===== src/rtl/apb_buf_port.sv =====
// APB slave that launches one word into a downstream circular buffer and captures
// the word returned LATENCY cycles later, with status, overrun and interrupt reporting.
module apb_buf_port #(
   parameter int unsigned LATENCY   = 2,
   parameter logic [31:0] IDLE_WORD = 32'h0000_0000
) (
   input  logic        clk,
   input  logic        rst_l,
   input  logic        psel,
   input  logic        penable,
   input  logic        pwrite,
   input  logic [3:0]  paddr,
   input  logic [31:0] pwdata,
   output logic [31:0] prdata,
   output logic        pready,
   output logic        pslverr,
   output logic [31:0] buf_data_in,
   input  logic [31:0] buf_data_out,
   output logic        irq
);

   localparam int unsigned DW = 32;
   localparam int unsigned CW = 4;
   localparam int unsigned LW = 8;

   localparam logic [1:0] SEL_TX     = 2'd0;
   localparam logic [1:0] SEL_RX     = 2'd1;
   localparam logic [1:0] SEL_STATUS = 2'd2;
   localparam logic [1:0] SEL_CTRL   = 2'd3;

   typedef enum logic [1:0] {ST_IDLE, ST_LAUNCH, ST_WAIT} state_e;

   state_e          state_q, state_d;
   logic [DW-1:0]   tx_q, tx_d;
   logic [DW-1:0]   rx_q, rx_d;
   logic [DW-1:0]   bdi_q, bdi_d;
   logic [LW-1:0]   lcnt_q, lcnt_d;
   logic [CW-1:0]   wcnt_q, wcnt_d;
   logic            done_q, done_d;
   logic            ovr_q, ovr_d;
   logic            irq_en_q, irq_en_d;
   logic            irq_q, irq_d;

   logic            wr_c, rd_c, busy_c, done_set_c, ovr_set_c;
   logic [1:0]      sel_c;
   logic [DW-1:0]   status_c;
   logic            unused_addr_c;

   assign sel_c         = paddr[3:2];
   assign unused_addr_c = ^paddr[1:0];
   assign wr_c          = psel & penable & pwrite;
   assign rd_c          = psel & penable & ~pwrite;
   assign busy_c        = (state_q != ST_IDLE);
   assign ovr_set_c     = wr_c & (sel_c == SEL_TX) & busy_c;
   assign status_c      = {16'b0, lcnt_q, 5'b0, ovr_q, done_q, busy_c};

   assign pready      = 1'b1;
   assign pslverr     = ovr_set_c;
   assign buf_data_in = bdi_q;
   assign irq         = irq_q;

   // Read mux; zero outside a read access phase.
   always_comb begin
      prdata = '0;
      if (rd_c) begin
         case (sel_c)
            SEL_TX:     prdata = tx_q;
            SEL_RX:     prdata = rx_q;
            SEL_STATUS: prdata = status_c;
            SEL_CTRL:   prdata = {31'b0, irq_en_q};
            default:    prdata = '0;
         endcase
      end
   end

   // Next-state and register updates.
   always_comb begin
      state_d    = state_q;
      tx_d       = tx_q;
      rx_d       = rx_q;
      bdi_d      = IDLE_WORD;
      lcnt_d     = lcnt_q;
      wcnt_d     = wcnt_q;
      done_d     = done_q;
      ovr_d      = ovr_q;
      irq_en_d   = irq_en_q;
      done_set_c = 1'b0;

      case (state_q)
         ST_IDLE: begin
            if (wr_c && (sel_c == SEL_TX)) begin
               tx_d    = pwdata;
               bdi_d   = pwdata;
               done_d  = 1'b0;
               lcnt_d  = lcnt_q + LW'(1);
               state_d = ST_LAUNCH;
            end
         end
         ST_LAUNCH: begin
            wcnt_d  = CW'(LATENCY - 1);
            state_d = ST_WAIT;
         end
         ST_WAIT: begin
            if (wcnt_q == '0) begin
               rx_d       = buf_data_out;
               done_set_c = 1'b1;
               state_d    = ST_IDLE;
            end else begin
               wcnt_d = wcnt_q - CW'(1);
            end
         end
         default: state_d = ST_IDLE;
      endcase

      // Set beats clear for both sticky status bits.
      if (rd_c && (sel_c == SEL_RX)) done_d = 1'b0;
      if (done_set_c) done_d = 1'b1;
      if (wr_c && (sel_c == SEL_STATUS) && pwdata[2]) ovr_d = 1'b0;
      if (ovr_set_c) ovr_d = 1'b1;
      if (wr_c && (sel_c == SEL_CTRL)) irq_en_d = pwdata[0];

      irq_d = done_d & irq_en_d;
   end

   always_ff @(posedge clk or negedge rst_l) begin
      if (!rst_l) begin
         state_q  <= ST_IDLE;
         tx_q     <= '0;
         rx_q     <= '0;
         bdi_q    <= IDLE_WORD;
         lcnt_q   <= '0;
         wcnt_q   <= '0;
         done_q   <= 1'b0;
         ovr_q    <= 1'b0;
         irq_en_q <= 1'b0;
         irq_q    <= 1'b0;
      end else begin
         state_q  <= state_d;
         tx_q     <= tx_d;
         rx_q     <= rx_d;
         bdi_q    <= bdi_d;
         lcnt_q   <= lcnt_d;
         wcnt_q   <= wcnt_d;
         done_q   <= done_d;
         ovr_q    <= ovr_d;
         irq_en_q <= irq_en_d;
         irq_q    <= irq_d;
      end
   end

endmodule


===== config.mk =====
export PLATFORM = sky130hd
export DESIGN_NAME = apb_buf_port
export DESIGN_NICKNAME = d
export VERILOG_FILES = /design/src/rtl/apb_buf_port.sv
export SDC_FILE = /design/constraint.sdc
export NUM_CORES = 1
export LEC_CHECK = 0
export CORE_MARGIN = 2
export CORE_UTILIZATION = 45
export CTS_CLUSTER_SIZE = 20
export DETAILED_ROUTE_END_ITERATION = 12
export MAX_ROUTING_LAYER = met4
export PLACE_DENSITY = 0.77
export SLEW_MARGIN = 0
export SYNTH_ARGS = -nofsm -noshare
export SYNTH_HDL_FRONTEND = slang
export SYNTH_SLANG_ARGS = --single-unit

===== constraint.sdc =====
create_clock -name clk -period 1.87 [get_ports clk]
set_input_delay 0.374 -clock clk [delete_from_list [all_inputs] [get_ports clk]]
set_output_delay 0.374 -clock clk [all_outputs]
set_load 0.01 [all_outputs]

==> results of run 1 <==
## cell families after synthesis
| kind of cell | Yosys count |
|---|---|
| AND/OR/NAND/NOR | 92 |
| buffers and inverters | 28 |
| XOR/XNOR | 7 |
| multiplexers | 46 |
| flip-flops | 114 |
| AO/OA/AOI/OAI | 77 |
| adder cells (fa/ha/maj) | 3 |
| other | 1 |
## routing by layer
| layer | global-route usage, % | wire (µm) | vias to the layer above |
|---|---|---|---|
| li1 | - | - | 1658 |
| met1 | 30.3 | 5370 | 1828 |
| met2 | 41.6 | 6710 | 119 |
| met3 | 6.74 | 659 | 18 |
| met4 | 10.5 | 262 | 0 |
| met5 | - | 0 | - |
## how the worst max path moves through the flow
stage,slack (ps),endpoint,from
floorplan,120,prdata[16],paddr[3]
detailed placement,-780,prdata[17],penable
CTS,-170,prdata[4],pwrite
finish,-140,prdata[16],paddr[2]
global route,-200,prdata[16],pwrite
global placement,-740,prdata[3],penable
## repair_timing
| action | 4_1_cts | 5_1_grt |
|---|---|---|
| hold endpoints to repair | 23 | 0 |
| buffers inserted | 26 | 5 |
| hold buffers | 1 | 0 |
| pin swaps | 22 | 8 |
| setup endpoints to repair | 33 | 33 |
| gates cloned | 4 | 0 |
| resized for setup | 166 | 10 |
## cell usage in the layout (no fill, tap or decap), types with 4 or more instances in the layout
cell type,n
mux2_2,34
o21ai_0,4
buf_4,33
nor2_1,30
a22o_1,21
a21oi_1,9
buf_2,33
nand2_1,7
a21o_1,32
xnor2_1,5
mux2i_1,12
dfrtp_1,114
and2_1,31
a21oi_2,4
buf_12,10
clkbuf_16,16
inv_1,5
clkdlybuf4s50_1,97
clkinv_4,4
buf_6,10
## registers in the layout (all words and copies together), names as in the netlist
signal,flops
ovr_q,1
irq,1
rx_q,32
irq_en_q,1
done_q,1
buf_data_in,32
state_q,2
tx_q,32
lcnt_q,8
wcnt_q,4
## final cells by class
cell class,count,area (µm²),share of cell area [%]
inverters,6,23.8,0.331
multi-input cells,226,1730,24.1
clock inverters,14,179,2.49
flip-flops and latches,114,2850,39.7
repair buffers,191,1800,25.1
well taps,136,170,2.37
clock buffers,18,428,5.96
## worst max-delay path, stage by stage
cell and delay (ps):
dlygate4sd2_1 240, nor2b_4 130, nor2b_4 140, buf_12 130, buf_16 130, buf_8 130, a22o_1 210, buf_2 140
## power by group
group | total [mW] | internal, mW | switching [mW] | leakage (nW)
logic | 1.64 | 0.969 | 0.674 | 1.81
registers | 3.59 | 3.15 | 0.439 | 1.46
clock network | 3.27 | 2.08 | 1.19 | 0.288
==> impl_results.md, run 1 <==
* Final HPWL DP at 8000 µm
* R2R Setup Slk at 80 ps
* TritonCTS Buffers at 17
* FILL cells at 740
* Pleak at ~3.6 nW
* DRC at 0
* Die Y at around 110 µm
* Peak VDD IR at approximately 0.58 mV
* Initial drt markers at between 150 and 200
* Drt pass-1 iters at 4
* Crit path DAT at 1640 ps
* Clock slew at reported path FFs at approximately 60 ps
* Vias/cell at between 5 and 6
* DR WL/cell at around 18 µm
* Final Hold Fails at 0
* RR Endpoint: rx_q[2]
* IO Port Bufs at 136
* Final setup fails at 18
* CTS root buf: clkbuf_8
* CTS max path bufs at 2
* Complex-gate fraction of the synthesized area at between 10% and 20%
* Status: finished with violations
* Failing checks: negative setup slack
* RSZ-0062 raised after global routing: true
* Post-synthesis mux area share at 10.8%
* Vias at 3623
* Final GP Congestion at approximately 0.77
* Synth unique cells at 38
* Dominant cell by count in the synthesized netlist: dfrtp_1
* Syn avg cell area at roughly 13 µm²
* Fin crit period at about 2000 ps
* Total Power at 8.50 mW
* Ports at between 100 and 150
* Final Cycle Share at 108%
* Max Slew Vio Count at 0
* Synth top area cells: dfrtp_1 (61%), mux2_2 (8.2%), a21o_1 (5.1%)
* Initial core utilization at 45.9%
* # rows at 37
* First-pass GRT wire length at about 21000 µm
* CTS tree: built
* Synth area leader: dfrtp_1
* Detailed Route WL at approximately 13000 µm
* Design Area, Final at just over 0.007 mm²
* Antenna violations before repair at 0
* Pwr/cell area at around 1200 mW/mm²
* Adder-cell share of the synthesized area at less than 1%
* Num Clock Sinks at between 100 and 150
* Sequential area share after synthesis at between 60% and 70%
* Die width at between 100 and 150 µm
* Most instantiated cells after synthesis: dfrtp_1 (114), mux2_2 (34), a21o_1 (32), nor2_1 (32), and2_1 (31)
* Worst EP required at 1500 ps
* Reg2Reg Depth at 6
* Post-synthesis cell count at 368
* DRT antenna net count at 0
* FFs w/ async S/R, synth at 100%
* Worst setup margin at -143 ps
* Simple-Gate Fraction of Synth Area at between 10 and 15%
* Crit path capture type: primary output
* Post-synth EDFFs at 0
* Largest net degree at the start of global routing at 63
* Crit Path Class: in -> out
* Synth Register Bits at around 110
* Synth top area share at between 60% and 70%
* Hold_ws at approximately 330 ps
* Post-Synth XOR/XNOR Area at 1.31%
* MaxCap Viol Count at 0
* FF-to-FF Start: wcnt_q[0]
* Setup TNS at -1020 ps
* Die area at approximately 0.011 mm²
* Vias in the first global route at around 4000
* Synthesis Warnings at 0
* Post-Syn Nets at 444
* DP Worst Slack at -780 ps
* Placed insts at approximately 640
* Clock Latency Late Sink at about 510 ps
* Synthesized area at 0.00467 mm²
* Worst-path fanout max at 5
* H-tree depth at 4
* Placed cell areas at 0.00636 mm²
* Maximum clock rate at 497 MHz
* Non-Filler Instances at 705
* Total track usage at roughly 26%
* Largest family of logic cells by synthesized area: compound AO/OA/AOI/OAI gates
* Final net count at 632
* Worst clock skew at between 8 and 9 ps
* Hold Crit Class: in -> async
* Layout cells sized above 1 at 30.6%
* Fin util at about 70%
* Inserted Diodes at 0
* Overflow after GRT at 0
* Worst setup SP type: input pin
* Area Growth Syn to Fin at 53.8%
* Main synth FF type: dfrtp_1
* Core footprint at around 0.010 mm²
No activity file was read; power rests on OpenSTA's default activity.
==> run 2, diff against run 1 <==
--- a/config.mk
+++ b/config.mk
@@ -5,11 +5,11 @@
 export SDC_FILE = /design/constraint.sdc
 export NUM_CORES = 1
 export LEC_CHECK = 0
+export CAP_MARGIN = 0
 export CORE_MARGIN = 2
 export CORE_UTILIZATION = 45
 export CTS_CLUSTER_SIZE = 20
 export DETAILED_ROUTE_END_ITERATION = 12
-export MAX_ROUTING_LAYER = met4
 export PLACE_DENSITY = 0.77
 export SLEW_MARGIN = 0
 export SYNTH_ARGS = -nofsm -noshare
==> run 2 against run 1 <==
Net effect:
- the run still ends with negative setup slack left
- sequential share of layout area unchanged
- final cell count unchanged
- die area unchanged
- clock power about the same
- combinational power about the same
- critical path type unchanged
==> impl_results.md, run 2 (synthesis gave the netlist of run 1 again) <==
* Die width at roughly 110 µm
* CTS max path bufs at 2
* Status: finished with violations
* Crit path capture type: primary output
* Num Clock Sinks at approximately 110
* Worst EP required at approximately 1500 ps
* Overflow after GRT at 0
* Crit Path Class: in -> out
* Final Cycle Share at 108%
* Final setup fails at 17
* DP Worst Slack at -780 ps
* DR WL/cell at roughly 19 µm
* DRT antenna net count at 0
* Worst-path fanout max at 5
* MaxCap Viol Count at 0
* Detailed Route WL at between 10000 and 15000 µm
* Ports at 140
* Antenna violations before repair at 0
* Vias/cell at between 5 and 6
* Area Growth Syn to Fin at 53.8%
* RSZ-0062 raised after global routing: true
* FILL cells at 738
* Final HPWL DP at 8000 µm
* Worst clock skew at approximately 9.0 ps
* Setup TNS at -1050 ps
* Crit path DAT at approximately 1600 ps
* Largest net degree at the start of global routing at 63
* Die Y at between 100 and 150 µm
* Layout cells sized above 1 at around 30%
* TritonCTS Buffers at 17
* Vias in the first global route at 4015
* Initial core utilization at between 40% and 50%
* CTS root buf: clkbuf_8
* Maximum clock rate at about 500 MHz
* # rows at 37
* Inserted Diodes at 0
* Pwr/cell area at around 1200 mW/mm²
* DRC at 0
* Final net count at approximately 630
* Vias at 3622
* Initial drt markers at between 150 and 200
* Worst setup margin at -144 ps
* Commonest non-fill, non-tap cells in the layout: dfrtp_1 (114), clkdlybuf4s50_1 (97), mux2_2 (34)
* Commonest non-fill, non-tap cell in the layout: dfrtp_1
* IO Port Bufs at around 140
* Final GP Congestion at between 0.7 and 0.8
* Pleak at between 3 and 4 nW
* Multi-input logic area at between 0.0015 and 0.002 mm²
* CTS tree: built
* Reg area at around 0.0029 mm²
* Die area at between 0.01 and 0.015 mm²
* Clock Latency Late Sink at around 510 ps
* Hold_ws at 326 ps
* First-pass GRT wire length at roughly 21000 µm
* Max Slew Vio Count at 0
* Total track usage at about 25%
* Worst setup SP type: input pin
* Drt pass-1 iters at 4
* Failing checks: negative setup slack
* Final Hold Fails at 0
* Peak VDD IR at slightly below 0.6 mV
* Fin crit period at 2010 ps
* H-tree depth at 4
* Clock slew at reported path FFs at 60 ps
* Core footprint at 0.0102 mm²
* Hold Crit Class: in -> async
[run 2: cell counts in the layout (fill, tap and decap cells not counted)]
Identical to the previous run, type by type.
[run 2: worst paths after layout]
check,startpoint,slack [ps],depth (start not counted),end
setup / recovery,paddr[2],-140,8,prdata[16]
hold / removal,rst_l,330,2,buf_data_in[16]
setup reg to reg,wcnt_q[0],70,6,rx_q[2]
hold reg to reg,tx_q[9],470,1,tx_q[9]
max in group asynchronous,rst_l,890,3,state_q[1]
min in group clk,penable,410,5,ovr_q
[run 2: report_power, final]
part           switching, mW  total [mW]  internal [mW]
logic                  0.677        1.65          0.968
registers              0.443        3.60           3.15
clock network           1.19        3.27           2.08
total                   2.31        8.51           6.20
[run 2: what timing repair did]
item | in CTS | in global routing
resized for setup | 166 | 10
buffers inserted | 26 | 5
setup endpoints to repair | 33 | 33
pin swaps | 22 | 7
hold buffers | 1 | 0
endpoints found under the hold margin | 23 | 0
gates cloned | 4 | 0
[run 2: routing by layer]
layer	share of wire [%]	vias to the layer above	global-route usage, %
li1	-	1656	-
met3	5.5	18	7.17
met5	0	-	0
met4	2.0	0	10.8
met2	51	113	41.7
met1	41	1835	29.8
[run 2: area by class of cell]
cell class,instances,share of cell area (%)
timing repair buffer,191,25.1
clock inverter,14,2.49
multi-input combinational,226,24.1
sequential,114,39.7
clock buffer,18,5.96
inverter,6,0.331
tap,136,2.37
[run 2: metrics by stage]
| stage | area (µm²) | instances | utilization, % | total power [mW] |
|---|---|---|---|---|
| after floorplan | 4670 | 368 | - | 4.45 |
| after global placement | 6360 | 643 | 62.5 | 5.01 |
| after detailed placement | 6360 | 643 | 62.5 | 5.11 |
| after CTS | 7230 | 704 | 71.0 | 8.49 |
| after global routing | 7190 | 705 | 70.6 | 8.91 |
| final | 7190 | 705 | 70.6 | 8.51 |
[run 2: worst max-delay path, stage by stage]
cell and delay, ps:
dlygate4sd2_1 240, nor2b_4 130, nor2b_4 140, buf_12 130
buf_16 130, buf_8 130, a22o_1 210, buf_2 140
==> run 3, diff against run 2 <==
--- a/config.mk
+++ b/config.mk
@@ -7,10 +7,10 @@
 export LEC_CHECK = 0
 export CAP_MARGIN = 0
 export CORE_MARGIN = 2
-export CORE_UTILIZATION = 45
+export CORE_UTILIZATION = 51
 export CTS_CLUSTER_SIZE = 20
 export DETAILED_ROUTE_END_ITERATION = 12
-export PLACE_DENSITY = 0.77
+export PLACE_DENSITY = 0.86
 export SLEW_MARGIN = 0
 export SYNTH_ARGS = -nofsm -noshare
 export SYNTH_HDL_FRONTEND = slang
==> constraint.sdc (replaced) <==
create_clock -name clk -period 2.4 [get_ports clk]
set_input_delay 0.48 -clock clk [delete_from_list [all_inputs] [get_ports clk]]
set_output_delay 0.48 -clock clk [all_outputs]
set_load 0.01 [all_outputs]
==> run 3 against run 2 <==
Net effect:
- the run now ends clean
- power down 21%
- clock power down 19%
- core utilization up 9.9 points
- first-iteration DRC count up 24%
- final cell count down 6.1%
- flip-flop and latch count unchanged
- final area down 1.4%
- setup slack better by 170 ps
- critical path depth unchanged
- clock skew down 1.2 ps
- sequential power down 21%
- critical path type unchanged
==> impl_results.md, run 3 (synthesis gave the netlist of run 1 again) <==
* Largest net degree at the start of global routing at 39
* # rows at 34
* Final HPWL DP at 8210 µm
* Crit path capture type: primary output
* Hold_ws at ~480 ps
* Antenna violations before repair at 0
* Vias in the first global route at 4043
* CTS tree: built
* FILL cells at 452
* Placed cell areas at between 0.006 and 0.007 mm²
* Drt pass-1 iters at 5
* Hold Crit Class: in -> async
* Clock Latency Late Sink at 510 ps
* Worst EP required at approximately 1900 ps
* Final Hold Fails at 0
* Worst setup SP type: input pin
* Worst clock skew at 7.73 ps
* Overflow after GRT at 0
* Total Power at around 6.7 mW
* Layout cells sized above 1 at about a quarter
* Commonest non-fill, non-tap cell in the layout: dfrtp_1
* Commonest non-fill, non-tap cells in the layout: dfrtp_1 (111), clkdlybuf4s50_1 (102), mux2_2 (34)
* First-pass GRT wire length at approximately 22000 µm
* Final Cycle Share at 99.0%
* Inserted Diodes at 0
* Pleak at 3.51 nW
* Die Y at between 90 and 100 µm
* IO Port Bufs at between 100 and 150
* DRT antenna net count at 0
* Initial drt markers at 205
* Final setup fails at 0
* TritonCTS Buffers at 17
* Fin crit period at approximately 2400 ps
* Num Clock Sinks at 114
* Placed insts at 616
* Die width at around 100 µm
* Detailed Route WL at about 14000 µm
* Worst-path fanout max at 11
* Max Slew Vio Count at 0
* Initial core utilization at 53.1%
* CTS root buf: clkbuf_8
* Core footprint at a little under 0.009 mm²
* Crit Path Class: in -> out
* Pwr/cell area at between 900 and 1000 mW/mm²
* H-tree depth at 4
* Final GP Congestion at approximately 0.78
* Status: finished, final reports clean
* Total track usage at 29.0%
* DRC at 0
* CTS max path bufs at 2
* Ports at 140
* RSZ-0062 raised after global routing: true
* Peak VDD IR at a little over 0.7 mV
* Crit path DAT at roughly 1900 ps
* MaxCap Viol Count at 0
* Area Growth Syn to Fin at 51.7%
* DR WL/cell at between 20 and 25 µm
* DP Worst Slack at -486 ps
* Vias/cell at around 5.6
* Die area at 0.00994 mm²
* Non-Filler Instances at 662
* Final net count at between 600 and 700
* Worst setup margin at between 20 and 25 ps
* Maximum clock rate at ~420 MHz
* Clock slew at reported path FFs at 60 ps
* Vias at roughly 3700
* Worst rel slew slack at 65.4%
* Worst Tran Pin Value at slightly above 500 ps
* Design Area, Final at 0.00709 mm²
==> run 3: cell count changes in the layout (fill, tap and decap cells not counted), sizes merged <==
| cell | before | now |
|---|---|---|
| clkdlybuf4s50 | 97 | 102 |
| inv | 8 | 10 |
| clkbuf | 21 | 34 |
| buf | 89 | 40 |
| dlymetal6s2s | 0 | 5 |
| bufinv | 3 | 4 |
| clkdlybuf4s15 | 0 | 8 |
| clkinv | 6 | 3 |
| dlygate4sd2 | 1 | 4 |
==> run 3: routing by layer <==
metal | GRT usage, % | part of all wire, %
met1 | 35.2 | 39
met2 | 47.2 | 51
met3 | 11.2 | 7.9
met4 | 10.6 | 2.1
met5 | 0 | 0
==> run 3: what timing repair did <==
| item | in CTS | in global routing |
|---|---|---|
| gates resized for setup | 54 | 41 |
| pin swaps | 3 | 1 |
| cloned | 1 | 1 |
| setup endpoints to repair | 33 | 28 |
| buffers inserted | 9 | 3 |
| endpoints found under the hold margin | 35 | 0 |
| hold buffers | 1 | 0 |
==> run 3: critical path: stages <==
cell	delay, ps
clkdlybuf4s15_1	170
nand3b_1	190
buf_6	150
buf_4	130
nor2b_4	180
clkbuf_16	200
a22o_1	150
clkdlybuf4s15_1	240
==> run 3: layout make-up <==
| class | count | area [µm²] | share of cell area [%] |
|---|---|---|---|
| flip-flops and latches | 114 | 2860 | 40.3 |
| repair buffers | 176 | 1750 | 24.7 |
| clock buffers | 18 | 418 | 5.90 |
| clock inverters | 14 | 200 | 2.82 |
| multi-input cells | 226 | 1700 | 24.0 |
| inverters | 6 | 23.8 | 0.335 |
| well taps | 108 | 135 | 1.91 |
==> run 3: through the flow <==
| step | setup TNS (ps) | utilization (%) |
|---|---|---|
| after floorplan | 0 | - |
| after global placement | -13320 | 72.0 |
| after detailed placement | -15600 | 72.0 |
| after CTS | 0 | 80.5 |
| after global routing | -51.2 | 80.5 |
| final | 0 | 80.5 |
==> run 3: path summary, 6_finish.rpt <==
path / slack (ps) / start / cells after the start / to
worst max-delay path: 20 / pwrite / 8 / prdata[30]
worst min-delay path: 480 / rst_l / 2 / rx_q[16]
worst max register to register: 280 / wcnt_q[1] / 6 / rx_q[26]
worst min register to register: 480 / tx_q[7] / 1 / tx_q[7]
max in group asynchronous: 1100 / rst_l / 3 / tx_q[11]
min in group clk: 480 / tx_q[7] / 1 / tx_q[7]
==> run 3: report_power, final <==
part / internal, mW / switching, mW / leakage [nW]
Sequential: 2.46 / 0.383 / 1.45
Combinational: 0.711 / 0.503 / 1.77
Clock: 1.70 / 0.939 / 0.293
